==> config.mk <==
export PLATFORM = sky130hd
export DESIGN_NAME = axi4_ar_rr_arbiter
export DESIGN_NICKNAME = d
export VERILOG_FILES = /design/src/rtl/axi4_rab_pkg.sv /design/src/rtl/rr_arbiter_core.sv /design/src/rtl/axi4_ar_rr_arbiter.sv
export SDC_FILE = /design/constraint.sdc
export NUM_CORES = 1
export LEC_CHECK = 0
export ABC_AREA = 1
export CORE_AREA = 2 2 131 133
export CTS_BUF_LIST = sky130_fd_sc_hd__clkbuf_4
export CTS_CLUSTER_DIAMETER = 30
export CTS_CLUSTER_SIZE = 14
export DETAILED_ROUTE_END_ITERATION = 12
export DIE_AREA = 0 0 133 135
export HOLD_SLACK_MARGIN = 0.03
export SYNTH_ARGS = -nofsm -noshare
export SYNTH_HDL_FRONTEND = slang
export SYNTH_SLANG_ARGS = --single-unit
==> constraint.sdc <==
create_clock -name axi4_aclk -period 2.3 [get_ports axi4_aclk]
set_input_delay 0.345 -clock axi4_aclk [delete_from_list [all_inputs] [get_ports axi4_aclk]]
set_output_delay 0.345 -clock axi4_aclk [all_outputs]
set_load 0.05 [all_outputs]
==> src/rtl/axi4_rab_pkg.sv <==
`default_nettype none
// ============================================================================
//  Module      : axi4_rab_pkg
//  Description : Shared types and constants for the AR round-robin arbiter.
//                Holds the attribute-bundle layout and the arbiter states.
//  Revision    : 1.0 - initial release
// ============================================================================
package axi4_rab_pkg;

    // Packed read-address attribute bundle, MSB first:
    // {arlen[7:0], arsize[2:0], arburst[1:0], arlock, arprot[2:0], arcache[3:0]}
    localparam int ARATTR_W  = 21;
    localparam int LEN_OFS   = 13;
    localparam int SIZE_OFS  = 10;
    localparam int BURST_OFS = 8;
    localparam int LOCK_OFS  = 7;
    localparam int PROT_OFS  = 4;
    localparam int CACHE_OFS = 0;

    // IDLE selects a winner; LOCKED presents it downstream until accepted
    typedef enum logic [0:0] {
        IDLE   = 1'b0,
        LOCKED = 1'b1
    } arb_state_t;

endpackage
`default_nettype wire

==> src/rtl/rr_arbiter_core.sv <==
`default_nettype none
// ============================================================================
//  Module      : rr_arbiter_core
//  Description : Stateless round-robin priority rotate. Returns the first
//                eligible requester found scanning upward from
//                last_grant+1, wrapping modulo NUM_REQ.
//  Revision    : 1.0 - initial release
// ============================================================================
module rr_arbiter_core #(
    parameter int NUM_REQ = 2,
    parameter int IDX_W   = 1
) (
    input  logic [NUM_REQ-1:0] i_elig,
    input  logic [IDX_W-1:0]   i_last_grant,
    output logic [IDX_W-1:0]   o_winner,
    output logic               o_any_req
);

    logic [IDX_W:0]         w_start;
    logic [2*NUM_REQ-1:0]   w_dbl;
    logic [2*NUM_REQ-1:0]   w_rot;

    // Doubling the request vector turns the wrap-around into a plain shift:
    // bit p of w_rot is requester (last_grant+1+p) mod NUM_REQ.
    assign w_start = {1'b0, i_last_grant} + 1'b1;
    assign w_dbl   = {i_elig, i_elig};
    assign w_rot   = w_dbl >> w_start;

    // Lowest set bit of the rotated vector wins; map it back to an index
    always_comb begin
        int w_sum;
        w_sum     = 0;
        o_winner  = '0;
        o_any_req = 1'b0;
        for (int p = 0; p < NUM_REQ; p++) begin
            if (!o_any_req && w_rot[p]) begin
                o_any_req = 1'b1;
                w_sum     = int'(w_start) + p;
                if (w_sum >= NUM_REQ) begin
                    w_sum = w_sum - NUM_REQ;
                end
                o_winner  = IDX_W'(w_sum);
            end
        end
    end

endmodule
`default_nettype wire

==> src/rtl/axi4_ar_rr_arbiter.sv <==
`default_nettype none
// ============================================================================
//  Module      : axi4_ar_rr_arbiter
//  Description : Round-robin sharing of one AXI4 read-address channel among
//                NUM_REQ masters. Grant is held until the AR handshake,
//                the requester index is prepended to ARID, the R channel is
//                routed back by the RID MSBs, and each requester is limited
//                to MAX_OUT open bursts.
//  Revision    : 1.0 - initial release
// ============================================================================
module axi4_ar_rr_arbiter
    import axi4_rab_pkg::*;
#(
    parameter  int NUM_REQ        = 2,
    parameter  int AXI_ID_WIDTH   = 4,
    parameter  int AXI_USER_WIDTH = 4,
    parameter  int AXI_DATA_WIDTH = 64,
    parameter  int MAX_OUT        = 4,
    localparam int IDX_W          = $clog2(NUM_REQ),
    localparam int MID_W          = AXI_ID_WIDTH + IDX_W
) (
    input  logic                              axi4_aclk,
    input  logic                              axi4_arst,
    // upstream AR
    input  logic [NUM_REQ*AXI_ID_WIDTH-1:0]   s_axi4_arid,
    input  logic [NUM_REQ*32-1:0]             s_axi4_araddr,
    input  logic [NUM_REQ*21-1:0]             s_axi4_arattr,
    input  logic [NUM_REQ*AXI_USER_WIDTH-1:0] s_axi4_aruser,
    input  logic [NUM_REQ-1:0]                s_axi4_arvalid,
    output logic [NUM_REQ-1:0]                s_axi4_arready,
    // downstream AR
    output logic [MID_W-1:0]                  m_axi4_arid,
    output logic [31:0]                       m_axi4_araddr,
    output logic [20:0]                       m_axi4_arattr,
    output logic [AXI_USER_WIDTH-1:0]         m_axi4_aruser,
    output logic                              m_axi4_arvalid,
    input  logic                              m_axi4_arready,
    // downstream R
    input  logic [MID_W-1:0]                  m_axi4_rid,
    input  logic [AXI_DATA_WIDTH-1:0]         m_axi4_rdata,
    input  logic [1:0]                        m_axi4_rresp,
    input  logic                              m_axi4_rlast,
    input  logic                              m_axi4_rvalid,
    output logic                              m_axi4_rready,
    // upstream R
    output logic [AXI_ID_WIDTH-1:0]           s_axi4_rid,
    output logic [AXI_DATA_WIDTH-1:0]         s_axi4_rdata,
    output logic [1:0]                        s_axi4_rresp,
    output logic                              s_axi4_rlast,
    output logic [NUM_REQ-1:0]                s_axi4_rvalid,
    input  logic [NUM_REQ-1:0]                s_axi4_rready,
    output logic                              rid_err
);

    localparam int CNT_W    = $clog2(MAX_OUT + 1);
    localparam int IDX_SPAN = 1 << IDX_W;

    arb_state_t                 r_state;
    logic [IDX_W-1:0]           r_grant;
    logic [IDX_W-1:0]           r_last_grant;
    logic [CNT_W-1:0]           r_cnt [NUM_REQ];
    logic                       r_rid_err;

    logic [AXI_ID_WIDTH-1:0]    w_arid   [NUM_REQ];
    logic [31:0]                w_araddr [NUM_REQ];
    logic [ARATTR_W-1:0]        w_arattr [NUM_REQ];
    logic [AXI_USER_WIDTH-1:0]  w_aruser [NUM_REQ];

    logic [NUM_REQ-1:0]         w_elig;
    logic [NUM_REQ-1:0]         w_inc;
    logic [NUM_REQ-1:0]         w_dec;
    logic [NUM_REQ-1:0]         w_cnt_zero;
    logic [IDX_W-1:0]           w_winner;
    logic                       w_any_req;
    logic                       w_locked;
    logic                       w_ar_hs;
    logic                       w_r_hs;
    logic [IDX_W-1:0]           w_ridx;
    logic                       w_ridx_ok;
    logic [IDX_SPAN-1:0]        w_rready_map;

    assign w_locked = (r_state == LOCKED);
    assign w_ar_hs  = w_locked & m_axi4_arready;
    assign w_ridx   = m_axi4_rid[MID_W-1 -: IDX_W];
    assign w_r_hs   = m_axi4_rvalid & m_axi4_rready;

    // Per-requester slicing, eligibility, ARREADY steering and R routing
    for (genvar gi = 0; gi < NUM_REQ; gi++) begin : g_req
        assign w_arid[gi]         = s_axi4_arid[gi*AXI_ID_WIDTH +: AXI_ID_WIDTH];
        assign w_araddr[gi]       = s_axi4_araddr[gi*32 +: 32];
        assign w_arattr[gi]       = s_axi4_arattr[gi*ARATTR_W +: ARATTR_W];
        assign w_aruser[gi]       = s_axi4_aruser[gi*AXI_USER_WIDTH +: AXI_USER_WIDTH];
        assign w_elig[gi]         = s_axi4_arvalid[gi] & (r_cnt[gi] < CNT_W'(MAX_OUT));
        assign s_axi4_arready[gi] = w_locked & (r_grant == IDX_W'(gi)) & m_axi4_arready;
        assign s_axi4_rvalid[gi]  = m_axi4_rvalid & w_ridx_ok & (w_ridx == IDX_W'(gi));
        assign w_inc[gi]          = w_ar_hs & (r_grant == IDX_W'(gi));
        assign w_dec[gi]          = w_r_hs & m_axi4_rlast & w_ridx_ok & (w_ridx == IDX_W'(gi));
        assign w_cnt_zero[gi]     = (r_cnt[gi] == '0);
    end

    // Unused index codes (non power-of-two NUM_REQ) always accept and drop
    if (IDX_SPAN > NUM_REQ) begin : g_pad
        assign w_rready_map = {{(IDX_SPAN-NUM_REQ){1'b1}}, s_axi4_rready};
        assign w_ridx_ok    = ({1'b0, w_ridx} < (IDX_W+1)'(NUM_REQ));
    end else begin : g_nopad
        assign w_rready_map = s_axi4_rready;
        assign w_ridx_ok    = 1'b1;
    end

    rr_arbiter_core #(
        .NUM_REQ (NUM_REQ),
        .IDX_W   (IDX_W)
    ) u_core (
        .i_elig       (w_elig),
        .i_last_grant (r_last_grant),
        .o_winner     (w_winner),
        .o_any_req    (w_any_req)
    );

    // Grant FSM: pick a winner in IDLE, hold it in LOCKED until accepted
    always_ff @(posedge axi4_aclk) begin
        if (axi4_arst) begin
            r_state      <= IDLE;
            r_grant      <= '0;
            r_last_grant <= IDX_W'(NUM_REQ - 1);
        end else begin
            case (r_state)
                IDLE: begin
                    if (w_any_req) begin
                        r_grant <= w_winner;
                        r_state <= LOCKED;
                    end
                end
                LOCKED: begin
                    if (m_axi4_arready) begin
                        r_last_grant <= r_grant;
                        r_state      <= IDLE;
                    end
                end
                default: r_state <= IDLE;
            endcase
        end
    end

    // Outstanding-burst counters; a coincident issue and retire cancel out
    always_ff @(posedge axi4_aclk) begin
        for (int i = 0; i < NUM_REQ; i++) begin
            if (axi4_arst) begin
                r_cnt[i] <= '0;
            end else if (w_inc[i] && !w_dec[i]) begin
                r_cnt[i] <= r_cnt[i] + 1'b1;
            end else if (w_dec[i] && !w_inc[i] && !w_cnt_zero[i]) begin
                r_cnt[i] <= r_cnt[i] - 1'b1;
            end
        end
    end

    // Sticky flag for beats to a nonexistent requester or a retire underflow
    always_ff @(posedge axi4_aclk) begin
        if (axi4_arst) begin
            r_rid_err <= 1'b0;
        end else if ((w_r_hs && !w_ridx_ok) || (|(w_dec & w_cnt_zero))) begin
            r_rid_err <= 1'b1;
        end
    end

    assign m_axi4_arvalid = w_locked;
    assign m_axi4_arid    = {r_grant, w_arid[r_grant]};
    assign m_axi4_araddr  = w_araddr[r_grant];
    assign m_axi4_arattr  = w_arattr[r_grant];
    assign m_axi4_aruser  = w_aruser[r_grant];

    assign m_axi4_rready  = w_rready_map[w_ridx];
    assign s_axi4_rid     = m_axi4_rid[AXI_ID_WIDTH-1:0];
    assign s_axi4_rdata   = m_axi4_rdata;
    assign s_axi4_rresp   = m_axi4_rresp;
    assign s_axi4_rlast   = m_axi4_rlast;
    assign rid_err        = r_rid_err;

endmodule
`default_nettype wire

==> results of run 1 <==
state kept, by name, summed over array words and instances, names as in the netlist:
register and cells:
rid_err 1, m_axi4_arvalid 1, r_cnt 6, r_last_grant 1, r_grant 1
cells by family after synthesis:
family | after synthesis | synth area share
buffers and inverters | 106 | 0.343
adder cells (fa/ha/maj) | 4 | 0.0290
flip-flops | 10 | 0.131
AO/OA/AOI/OAI | 7 | 0.0189
AND/OR/NAND/NOR | 231 | 0.465
XOR/XNOR | 3 | 0.0133
worst register-to-register path, stage by stage, from the launching register on:
cell	delay, ps
dfxtp_2	410
nand3_1	120
nand2_1	70
nor2_2	120
inv_1	60
fa_1	370
xor2_1	170
inv_1	60
nor2_1	100
nor2_1	50
power breakdown:
| group | internal, mW | switching [mW] |
|---|---|---|
| sequential | 0.206 | 0.0191 |
| combinational | 0.716 | 0.756 |
| clock | 0.0605 | 0.0619 |
cell usage after synthesis:
cell type,number,share of area
nand2_1,203,0.38
buf_4,73,0.28
inv_1,18,0.034
nor2_1,11,0.021
nand3_1,7,0.018
buf_2,6,0.015
edfxtp_1,6,0.091
dfxtp_1,4,0.040
a21oi_1,3,0.0076
buf_1,3,0.0057
clkbuf_1,3,0.0057
ha_1,3,0.019
inv_2,3,0.0057
nor2_2,3,0.0095
nor2_4,3,0.017
nand2_2,2,0.0063
o21ai_1,2,0.0051
xor2_1,2,0.0088
fa_1,1,0.010
nand2_4,1,0.0057
nand4_1,1,0.0032
o211ai_1,1,0.0038
o21ai_0,1,0.0025
xnor2_1,1,0.0044
per-layer routing:
layer,routed length (microns),share of wire,up-vias,GRT usage
met5,0,0,-,0.00556
met4,139,0.014,0,0.0215
met3,1740,0.18,10,0.0732
met2,4640,0.48,196,0.168
met1,3080,0.32,1020,0.0960
li1,-,-,1261,-
final timing paths:
path,to,from,slack (ps),cells after the start
worst max-delay path,r_cnt[1][2]$_SDFFCE_PN0P_,m_axi4_rvalid,310,11
worst min-delay path,r_last_grant$_SDFFE_PP1N_,r_last_grant$_SDFFE_PP1N_,470,2
worst max register to register,r_cnt[1][2]$_SDFFCE_PN0P_,r_grant$_SDFFE_PP0P_,540,9
worst min register to register,r_last_grant$_SDFFE_PP1N_,r_last_grant$_SDFFE_PP1N_,470,2
stage by stage:
stage	cells	setup slack, ps	instance area (sq um)
3_3_place_gp	706	51.5	4370
5_1_grt	709	208	4390
6_report	709	311	4390
3_5_place_dp	706	15.8	4370
4_1_cts	709	251	4390
2_1_floorplan	361	359	1980
final cells by class:
cell class | instances | area, sq um
clock buffers | 3 | 22.5
fillers | 1758 | 12000
inverters | 21 | 78.8
multi-input cells | 245 | 1040
flip-flops and latches | 10 | 262
well taps | 220 | 275
repair buffers | 210 | 2710
==> flow_summary_export.csv, run 1 <==
group,metric,value,unit
clock_tree,clock_sink_count,10,
layout,fin_nets,697,
yosys,synth.net_count,567,
global_route,grt_pass1_vias,2375,
sta,setup_viol,0,
run,cap_violations,0,
sta,fin_skew,0.460,ps
sta,slew_viol_final,0,
setup_path,slowest_stage,"clkdlybuf4s50_1",
yosys,ys_types,24,
setup_path,end_kind,"register",
drt,drcViolationCount,0,
setup_path,cp_top_family,"buffers and inverters",
layout,drive_above_1_share,0.188,
setup_path,critPathKind,"input port to register",
global_route,grt-ovfl-total,0,
floorplanning,design.die.area,18000,sq um
clock_tree,worstSkewPairLatency,260,ps
yosys,yosys_warnings,0,
sta,tightest_slew,518,ps
yosys,synth_cells,361,
global_route,grt_pass1_wl,13700,microns
drt,wire_per_inst,13.5,microns
layout,fin_util,0.268,
worst_hold_path,hold_path.class,"register to register",
sta,fmax,0.503,GHz
layout,layout_common_cells,"nand2_1 (203), clkdlybuf4s50_1 (134), buf_12 (64)",
sta,hold_viol_final,0,
sta,fin_crit_sh,0.865,
setup_path,critPathMaxFanout,3,
floorplanning,ios,342,
global_route,grt_usage,0.0987,
floorplanning,initial_core_util,0.121,
floorplanning,die_h,135,microns
drt,vias,2487,
sta,setup_tns,0,ps
sta,slew_headroom,0.653,
clock_tree,cts_buffer_depth,2,
pwr,ir_drop,143,uV
layout,antenna_cells,0,
global_route,antenna_found_initial,0,
setup_path,arrival,2010,ps
pwr,power_density,414,nW/um^2
setup_path,required,2330,ps
yosys,ys_ff_latch,10,
floorplanning,coreArea,16400,sq um
placement,gp_congestion,0.739,
global_route,grt_max_degree,32,
clock_tree,ctsHoldBuffers,0,
floorplanning,fp.dieW,133,microns
pwr,total_power,1.82,mW
setup_path,worst-path-buf-inv,3,
clock_tree,clk_pin_slew,70,ps
drt,vias_per_cell,3.51,
run_status,run_status,"completed",
drt,drt_iter0_markers,68,
setup_path,critPathMaxStageDelay,490,ps
clock_tree,cts_tree,"yes",
placement,dp_hpwl,8450,microns
sta,hold_slack,472,ps
setup_path,crit_path_start_kind,"input port",
layout,final_common_cell,"nand2_1",
drt,wirelength,9600,microns
layout,area_delta_synth_final,122,%
clock_tree,h-tree-depth,1,
placement,portBuffers,201,
drt,drt_first_pass_iters,4,
yosys,avgSynthCellArea,5.49,sq um
drt,ant_nets,0,
sta,post-route-min-period,1990,ps
yosys,synth_seq_area_share,0.131,
clock_tree,postCtsSetupBuffers,0,
clock_tree,cts_root_buffer,"clkbuf_4",
clock_tree,cts_made_buffers,3,
setup_path,crit_chain,"clkdlybuf4s50_1, nand2_1, nor2_4, nand2_1, nor2_2, inv_1, fa_1, xor2_1, inv_1, nor2_1, nor2_1",
sta,rsz0062_at_grt,"no",
yosys,synth_area,1980,sq um
pwr,cellLeakagePower,2.07,nW
floorplanning,core.rowCount,47,
clock_tree,postCtsResizedCells,0,
Note: power is estimated with default switching activity, not from simulation.
==> run 2: changes to the inputs <==
--- a/config.mk
+++ b/config.mk
@@ -6,6 +6,7 @@
 export NUM_CORES = 1
 export LEC_CHECK = 0
 export ABC_AREA = 1
+export CAP_MARGIN = 20
 export CORE_AREA = 2 2 131 133
 export CTS_BUF_LIST = sky130_fd_sc_hd__clkbuf_4
 export CTS_CLUSTER_DIAMETER = 30
==> results of run 2 <==
The final DEF is identical to that of run 1; final timing and power are the same.
==> run 3: changes to the inputs <==
--- a/config.mk
+++ b/config.mk
@@ -7,12 +7,13 @@
 export LEC_CHECK = 0
 export ABC_AREA = 1
 export CAP_MARGIN = 20
-export CORE_AREA = 2 2 131 133
+export CORE_AREA = 2 2 134 136
 export CTS_BUF_LIST = sky130_fd_sc_hd__clkbuf_4
 export CTS_CLUSTER_DIAMETER = 30
 export CTS_CLUSTER_SIZE = 14
 export DETAILED_ROUTE_END_ITERATION = 12
-export DIE_AREA = 0 0 133 135
+export DIE_AREA = 0 0 136 138
+export DONT_BUFFER_PORTS = 1
 export HOLD_SLACK_MARGIN = 0.03
 export SYNTH_ARGS = -nofsm -noshare
 export SYNTH_HDL_FRONTEND = slang
==> flow_summary_export.csv, run 3 (synthesized netlist as in run 1, its figures left out) <==
group,metric,value,unit
sta,fin_skew,1.60,ps
drt,wire_per_inst,14.0,microns
drt,vias_per_cell,3.52,
drt,wirelength,8110,microns
clock_tree,cts_made_buffers,3,
sta,worst_slack,249,ps
setup_path,end_kind,"output port",
floorplanning,die_h,138,microns
placement,place_area,2250,sq um
drt,drt_first_pass_iters,4,
floorplanning,core.rowCount,49,
setup_path,required,1960,ps
clock_tree,cts_root_buffer,"clkbuf_4",
pwr,ir_drop,159,uV
drt,vias,2040,
sta,rsz0062_at_grt,"no",
layout,fin_cells,579,
sta,fmax,0.487,GHz
layout,layout_common_cells,"nand2_1 (203), buf_4 (66), inv_1 (18)",
floorplanning,initial_core_util,0.113,
clock_tree,postCtsResizedCells,0,
sta,hold_viol_final,0,
floorplanning,design.die.area,18800,sq um
sta,fin_crit_sh,0.892,
global_route,grt_pass1_vias,1821,
sta,slew_viol_final,0,
layout,stdcell_area,2280,sq um
run,cap_violations,0,
clock_tree,cts_buffer_depth,2,
sta,tightest_slew,531,ps
layout,antenna_cells,0,
pwr,cellLeakagePower,1.25,nW
layout,fin_nets,557,
global_route,antenna_found_initial,0,
drt,drcViolationCount,0,
clock_tree,h-tree-depth,1,
clock_tree,clk_pin_slew,70,ps
drt,drt_iter0_markers,81,
setup_path,critPathMaxFanout,39,
sta,setup_viol,0,
global_route,grt_usage,0.0782,
global_route,grt_max_degree,40,
worst_hold_path,hold_path.class,"input port to register",
placement,portBuffers,0,
layout,largest-register,"r_cnt",
clock_tree,clock_sink_count,10,
layout,drive_above_1_share,0.249,
layout,fin_util,0.130,
placement,gp_congestion,0.739,
global_route,grt_pass1_wl,10700,microns
global_route,grt-ovfl-total,0,
floorplanning,ios,342,
setup_path,critPathKind,"register to output port",
clock_tree,ctsHoldBuffers,0,
clock_tree,cts_tree,"yes",
pwr,power_density,554,nW/um^2
clock_tree,worstSkewPairLatency,270,ps
sta,setup_tns,0,ps
layout,final_common_cell,"nand2_1",
placement,place_inst,575,
run_status,run_status,"completed",
layout,largest_register_ffs,6,
sta,slew_headroom,0.646,
placement,place_ws,475,ps
sta,post-route-min-period,2050,ps
clock_tree,postCtsSetupBuffers,0,
floorplanning,coreArea,17500,sq um
setup_path,crit_path_start_kind,"register",
placement,dp_hpwl,7170,microns
layout,area_delta_synth_final,14.9,%
drt,ant_nets,0,
setup_path,arrival,1710,ps
floorplanning,fp.dieW,136,microns
-- run 3: layout make-up --
cell class	instances	area, sq um
clock buffers	4	30.0
multi-input cells	245	1040
inverters	21	78.8
flip-flops and latches	10	264
well taps	229	287
repair buffers	70	576
fillers	2046	15300
-- run 3: report_power, final --
part,switching [mW],internal [mW]
clock,0.0619,0.0789
sequential,0.0125,0.205
combinational,0.655,0.248
total,0.729,0.533
-- run 3: metal layers --
| layer | wire [microns] | track usage | part of all wire |
|---|---|---|---|
| met1 | 2520 | 0.0690 | 0.31 |
| met2 | 3770 | 0.134 | 0.47 |
| met3 | 1520 | 0.0583 | 0.19 |
| met4 | 299 | 0.0307 | 0.037 |
| met5 | 0 | 0 | 0 |
-- run 3: path summary, 6_finish.rpt --
path	start	end	slack [ps]	depth (start not counted)
setup / recovery	r_grant$_SDFFE_PP0P_	m_axi4_araddr[17]	250	6
hold / removal	axi4_arst	r_grant$_SDFFE_PP0P_	140	1
setup reg to reg	r_cnt[1][2]$_SDFFCE_PN0P_	r_cnt[1][2]$_SDFFCE_PN0P_	480	10
hold reg to reg	r_last_grant$_SDFFE_PP1N_	r_last_grant$_SDFFE_PP1N_	480	2
-- run 3: worst max-delay path, cell delays in order, from the launching register on --
cell and delay [ps]:
dfxtp_4 340, buf_4 230, inv_2 90, buf_4 330
nand2_1 130, nand2_1 90, buf_4 190
-- run 3: through the flow --
step / power, mW / hold slack [ps]
3_5_place_dp: 1.13 / 414
6_report: 1.26 / 135
4_1_cts: 1.28 / 125
3_3_place_gp: 1.12 / 418
2_1_floorplan: 1.20 / 414
5_1_grt: 1.34 / 127
==> variant 1: new RTL, flow settings as in run 1 <==
Make the reset (`axi4_arst`) asynchronous in 2 clocked blocks.
--- a/src/rtl/axi4_ar_rr_arbiter.sv
+++ b/src/rtl/axi4_ar_rr_arbiter.sv
@@ -120,3 +120,3 @@
     // Grant FSM: pick a winner in IDLE, hold it in LOCKED until accepted
-    always_ff @(posedge axi4_aclk) begin
+    always_ff @(posedge axi4_aclk or posedge axi4_arst) begin
         if (axi4_arst) begin
@@ -158,3 +158,3 @@
     // Sticky flag for beats to a nonexistent requester or a retire underflow
-    always_ff @(posedge axi4_aclk) begin
+    always_ff @(posedge axi4_aclk or posedge axi4_arst) begin
         if (axi4_arst) begin
Check against the original RTL: differs if axi4_arst is asserted again (counterexample within 4 cycles, from zero or initial values and one cycle with axi4_arst high); with axi4_arst held inactive, the same outputs for 4 cycles.
==> variant 1 against run 1 <==
- cell count down 1.1%
- design area up 0.37%
- routed wire length down 9.9%
- count of clock-buffer cells in the layout unchanged
- non-clock buffer count down 1
- synthesized area down 0.13%
- register-to-register slack worse by 20 ps
- clock skew up 5.3 ps
- sequential cell count unchanged
- worst setup slack better by 25 ps
Power is not compared: it rests on default switching activity, and its combinational part moved more than twofold at a synthesized area within 25%.
==> variant 1: results (changes against run 1) <==
Clocking
  • Worst skew pair latency: 260 ps (about the same)
  • # resized after CTS: 0 (unchanged)

Route
  • Final wirelength: 8.65 mm (-9.9%)
  • Drt wl/cell: 12.3 µm (-8.9%)
  • Vias per cell: 3.53 (+0.69%)
  • Drt initial violations: 52 (-24%)

Global route
  • Total track usage: 8.91% (-0.96 points)
  • Largest net degree at the start of global routing: 63 (+97%)
  • First-pass GRT wire length: 12.9 mm (-6.2%)
  • Number of global-route vias before repair: 2,431 (+2.4%)

Layout
  • Fill cells: 1,766 (+0.46%)
  • Synthesis-to-finish area growth: 123%
  • Share of post-route cells with drive strength above 1: 18.7% (-0.10 points)
  • Final #Nets: 688 (-1.3%)

Setup path
  • Critical path arrival: 1990 ps (-20 ps)

Yosys
  • Sequential area share after synthesis: 14.2% (+1.1 points)
  • Syn_nets: 559 (-1.4%)
  • Commonest cells in the netlist: nand2_1, buf_4, inv_1, nor2_1, nand4_1
  • Avg Cell Area, Syn: 5.61 µm² (+2.1%)
  • Synth cell types: 25 (+4.2%)
  • Synth top area cells: nand2_1, buf_4, edfxtp_1

Min path
  • Worst min-delay path category: primary input to async pin

STA
  • Worst-margin pin slew: 503 ps (-15.2 ps)
  • Fin Clk Skew: 5.78 ps (+5.32 ps)

Place
  • Final HPWL DP: 7.47 mm (-12%)
  • Placed cells: 697 (-1.3%)
  • Post-place setup slack: 43.6 ps (+27.8 ps)
  • GPL Wtd Cong: 0.748 (+1.2%)

Status
  • Status: finished clean
-- variant 1: cell count changes after synthesis, moves of 2 or more --
cell and change:
o21ai_0 +2, o21ai_1 -2, nand3_1 -4, nor2_1 -3, dfrtp_1 +3, inv_1 -4
nand2_1 -3, nand4_1 +6, dfxtp_1 -4
-- variant 1: worst paths after layout --
check / startpoint / endpoint / slack, ps / cells past startpoint
worst max-delay path: m_axi4_rlast / r_cnt[1][2]$_SDFFCE_PN0P_ / 340 / 10
worst min-delay path: axi4_arst / rid_err$_DFFE_PP0P_ / 430 / 3
worst max register to register: m_axi4_arvalid$_DFF_PP0_ / r_cnt[1][2]$_SDFFCE_PN0P_ / 520 / 8
worst min register to register: rid_err$_DFFE_PP0P_ / rid_err$_DFFE_PP0P_ / 490 / 2
max in group asynchronous: axi4_arst / r_last_grant$_DFFE_PP1N_ / 1650 / 3
min in group axi4_aclk: rid_err$_DFFE_PP0P_ / rid_err$_DFFE_PP0P_ / 490 / 2
-- variant 1: metal layers --
metal	track usage (%)	wire length, µm
met1	8.95	2830
met5	0	0
met3	5.59	1490
met2	15.7	4250
met4	1.85	68
-- variant 1: through the flow --
stage               area [µm²]  hold slack (ps)
floorplan                 1980              130
global placement          4380              476
detailed placement        4380              484
CTS                       4410              433
global route              4410              462
finish                    4410              428
-- variant 1: cell families after synthesis --
group	Yosys count	synth area share [%]
compound gates	8	2.21
simple gates	226	45.8
fa+ha+maj	4	2.91
flops	10	14.2
xor+xnor	3	1.33
buf+inv	102	33.6
-- variant 1: where the power goes --
group	switching, mW	internal (mW)
sequential	0.0342	0.245
clock	0.0593	0.0626
combinational	2.81	2.17
total	2.90	2.47
-- variant 1: worst max-delay path: stages --
cell             delay (ps)
clkdlybuf4s50_1         500
nand2_1                 100
nor2_4                  110
nand2_1                  60
nor2_2                   90
inv_1                    60
fa_1                    370
xor2_1                  170
nand3b_1                120
nand2_1                  50
-- variant 1: area by class of cell --
class                   instances  area (µm²)  share of cell area, %
clock buffers                   3        22.5                  0.511
clock inverters                 1        3.75                 0.0851
inverters                      17        63.8                   1.45
multi-input cells             241        1030                   23.4
flip-flops and latches         10         283                   6.41
well taps                     220         275                   6.24
repair buffers                209        2730                   61.9
==> variant 2: new RTL, settings of run 1 <==
Made on the original files. `AXI_ID_WIDTH`: 4 -> 6.
--- a/src/rtl/axi4_ar_rr_arbiter.sv
+++ b/src/rtl/axi4_ar_rr_arbiter.sv
@@ -14,3 +14,3 @@
     parameter  int NUM_REQ        = 2,
-    parameter  int AXI_ID_WIDTH   = 4,
+    parameter  int AXI_ID_WIDTH   = 6,
     parameter  int AXI_USER_WIDTH = 4,
Interface: changed (resized m_axi4_arid, m_axi4_rid, s_axi4_arid and s_axi4_rid); port bits go from 342 to 352. No check against the original RTL was run, so the function may have changed too.
==> variant 2 against run 1 <==
- sequential power decreased by 5%
- synthesized area is 0.32% higher
- design area grew 1.5%
- power is 4.7% lower
- sequential cell count unchanged
- critical path depth fell by 1
- worst hold slack improved by 15 ps
- worst setup slack worse by 8.1 ps
- routed wire length grew 0.64%
- cell count rose by 1.7%
- largest cell class unchanged
- largest power group unchanged
==> variant 2: results (changes against run 1) <==
Place
  • Placed cells: 717 (+1.6%)
  • GPL Wtd Cong: 0.798 (+8.1%)
  • Post-place setup slack: 13.1 ps (-2.71 ps)
  • Final HPWL DP: 8.62 mm (+2.0%)
  • Port buffer count: 207 (+3.0%)
  • Post-DP Area: 4430 µm² (+1.5%)

Layout
  • Final #Nets: 714 (+2.4%)
  • Share of post-route cells with drive strength above 1: 17.4% (-1.4 points)

Yosys
  • Sequential area share after synthesis: 13.1% (-0.041 points)
  • Avg Cell Area, Syn: 5.39 µm² (-1.9%)
  • Synth cell types: 23 (-4.2%)
  • Synth Area in Compound Gates: 1.89% (-0.0060 points)
  • Syn_nets: 581 (+2.5%)
  • Post-Synth XOR/XNOR Area: 1.32% (-0.0042 points)

STA
  • Relative slew slack: 65.3% (about the same)
  • Fin Clk Skew: 3.29 ps (+2.83 ps)

Global route
  • First-pass GRT wire length: 13.8 mm (+0.31%)
  • Total track usage: 9.76% (-0.11 points)
  • Number of global-route vias before repair: 2,394 (+0.80%)
  • Largest net degree at the start of global routing: 41 (+28%)

Pwr
  • Static Leakage: 2.10 nW (+1.8%)
  • Combinational power: 1.39 mW (-5%)
  • VDD IR max: 0.000156 V (+9.3%)
  • Net Sw Power: 0.783 mW (-6.5%)
  • Clock share of power: 7.4% (+0.7 points)

Route
  • Vias per cell: 3.55 (+1.1%)
  • Vias: 2,556 (+2.8%)
  • Drt initial violations: 57 (-16%)

Setup path
  • R2r worst-path depth: 8 (-1)
  • Worst r2r src: m_axi4_arvalid$_SDFF_PP0_

Status
  • Status: finished clean
-- variant 2: worst min path at each step --
| stage | to | start | depth (start not counted) | slack [ps] |
|---|---|---|---|---|
| after floorplan | r_grant$_SDFFE_PP0P_ | axi4_arst | 1 | 410 |
| after global placement | r_last_grant$_SDFFE_PP1N_ | r_last_grant$_SDFFE_PP1N_ | 2 | 460 |
| after detailed placement | r_last_grant$_SDFFE_PP1N_ | r_last_grant$_SDFFE_PP1N_ | 2 | 460 |
| after CTS | r_last_grant$_SDFFE_PP1N_ | r_last_grant$_SDFFE_PP1N_ | 2 | 490 |
| after global routing | r_last_grant$_SDFFE_PP1N_ | r_last_grant$_SDFFE_PP1N_ | 2 | 510 |
| final | r_last_grant$_SDFFE_PP1N_ | r_last_grant$_SDFFE_PP1N_ | 2 | 490 |
-- variant 2: final cells by class --
class                      instances  area (µm²)
timing repair buffer             215        2780
fill                            1748       11900
inverter                          20        75.1
tap                              220         275
clock inverter                     1        3.75
multi-input combinational        252        1040
clock buffer                       3        22.5
sequential                        10         262
-- variant 2: worst max-delay path, cell delays in order --
cell             delay (ps)
clkdlybuf4s50_1         500
nand2_1                 100
nor2_2                  100
nand2_1                  70
nor2_2                  120
inv_1                    70
fa_1                    370
xor2_1                  170
nand3b_1                130
nand2_1                  50
-- variant 2: metal layers --
| layer | vias up | routed length, µm | track usage [%] |
|---|---|---|---|
| li1 | 1290 | - | - |
| met1 | 1036 | 3090 | 9.63 |
| met2 | 219 | 4880 | 17.8 |
| met3 | 11 | 1660 | 6.42 |
| met4 | 0 | 33 | 0.717 |
| met5 | - | 0 | 0 |
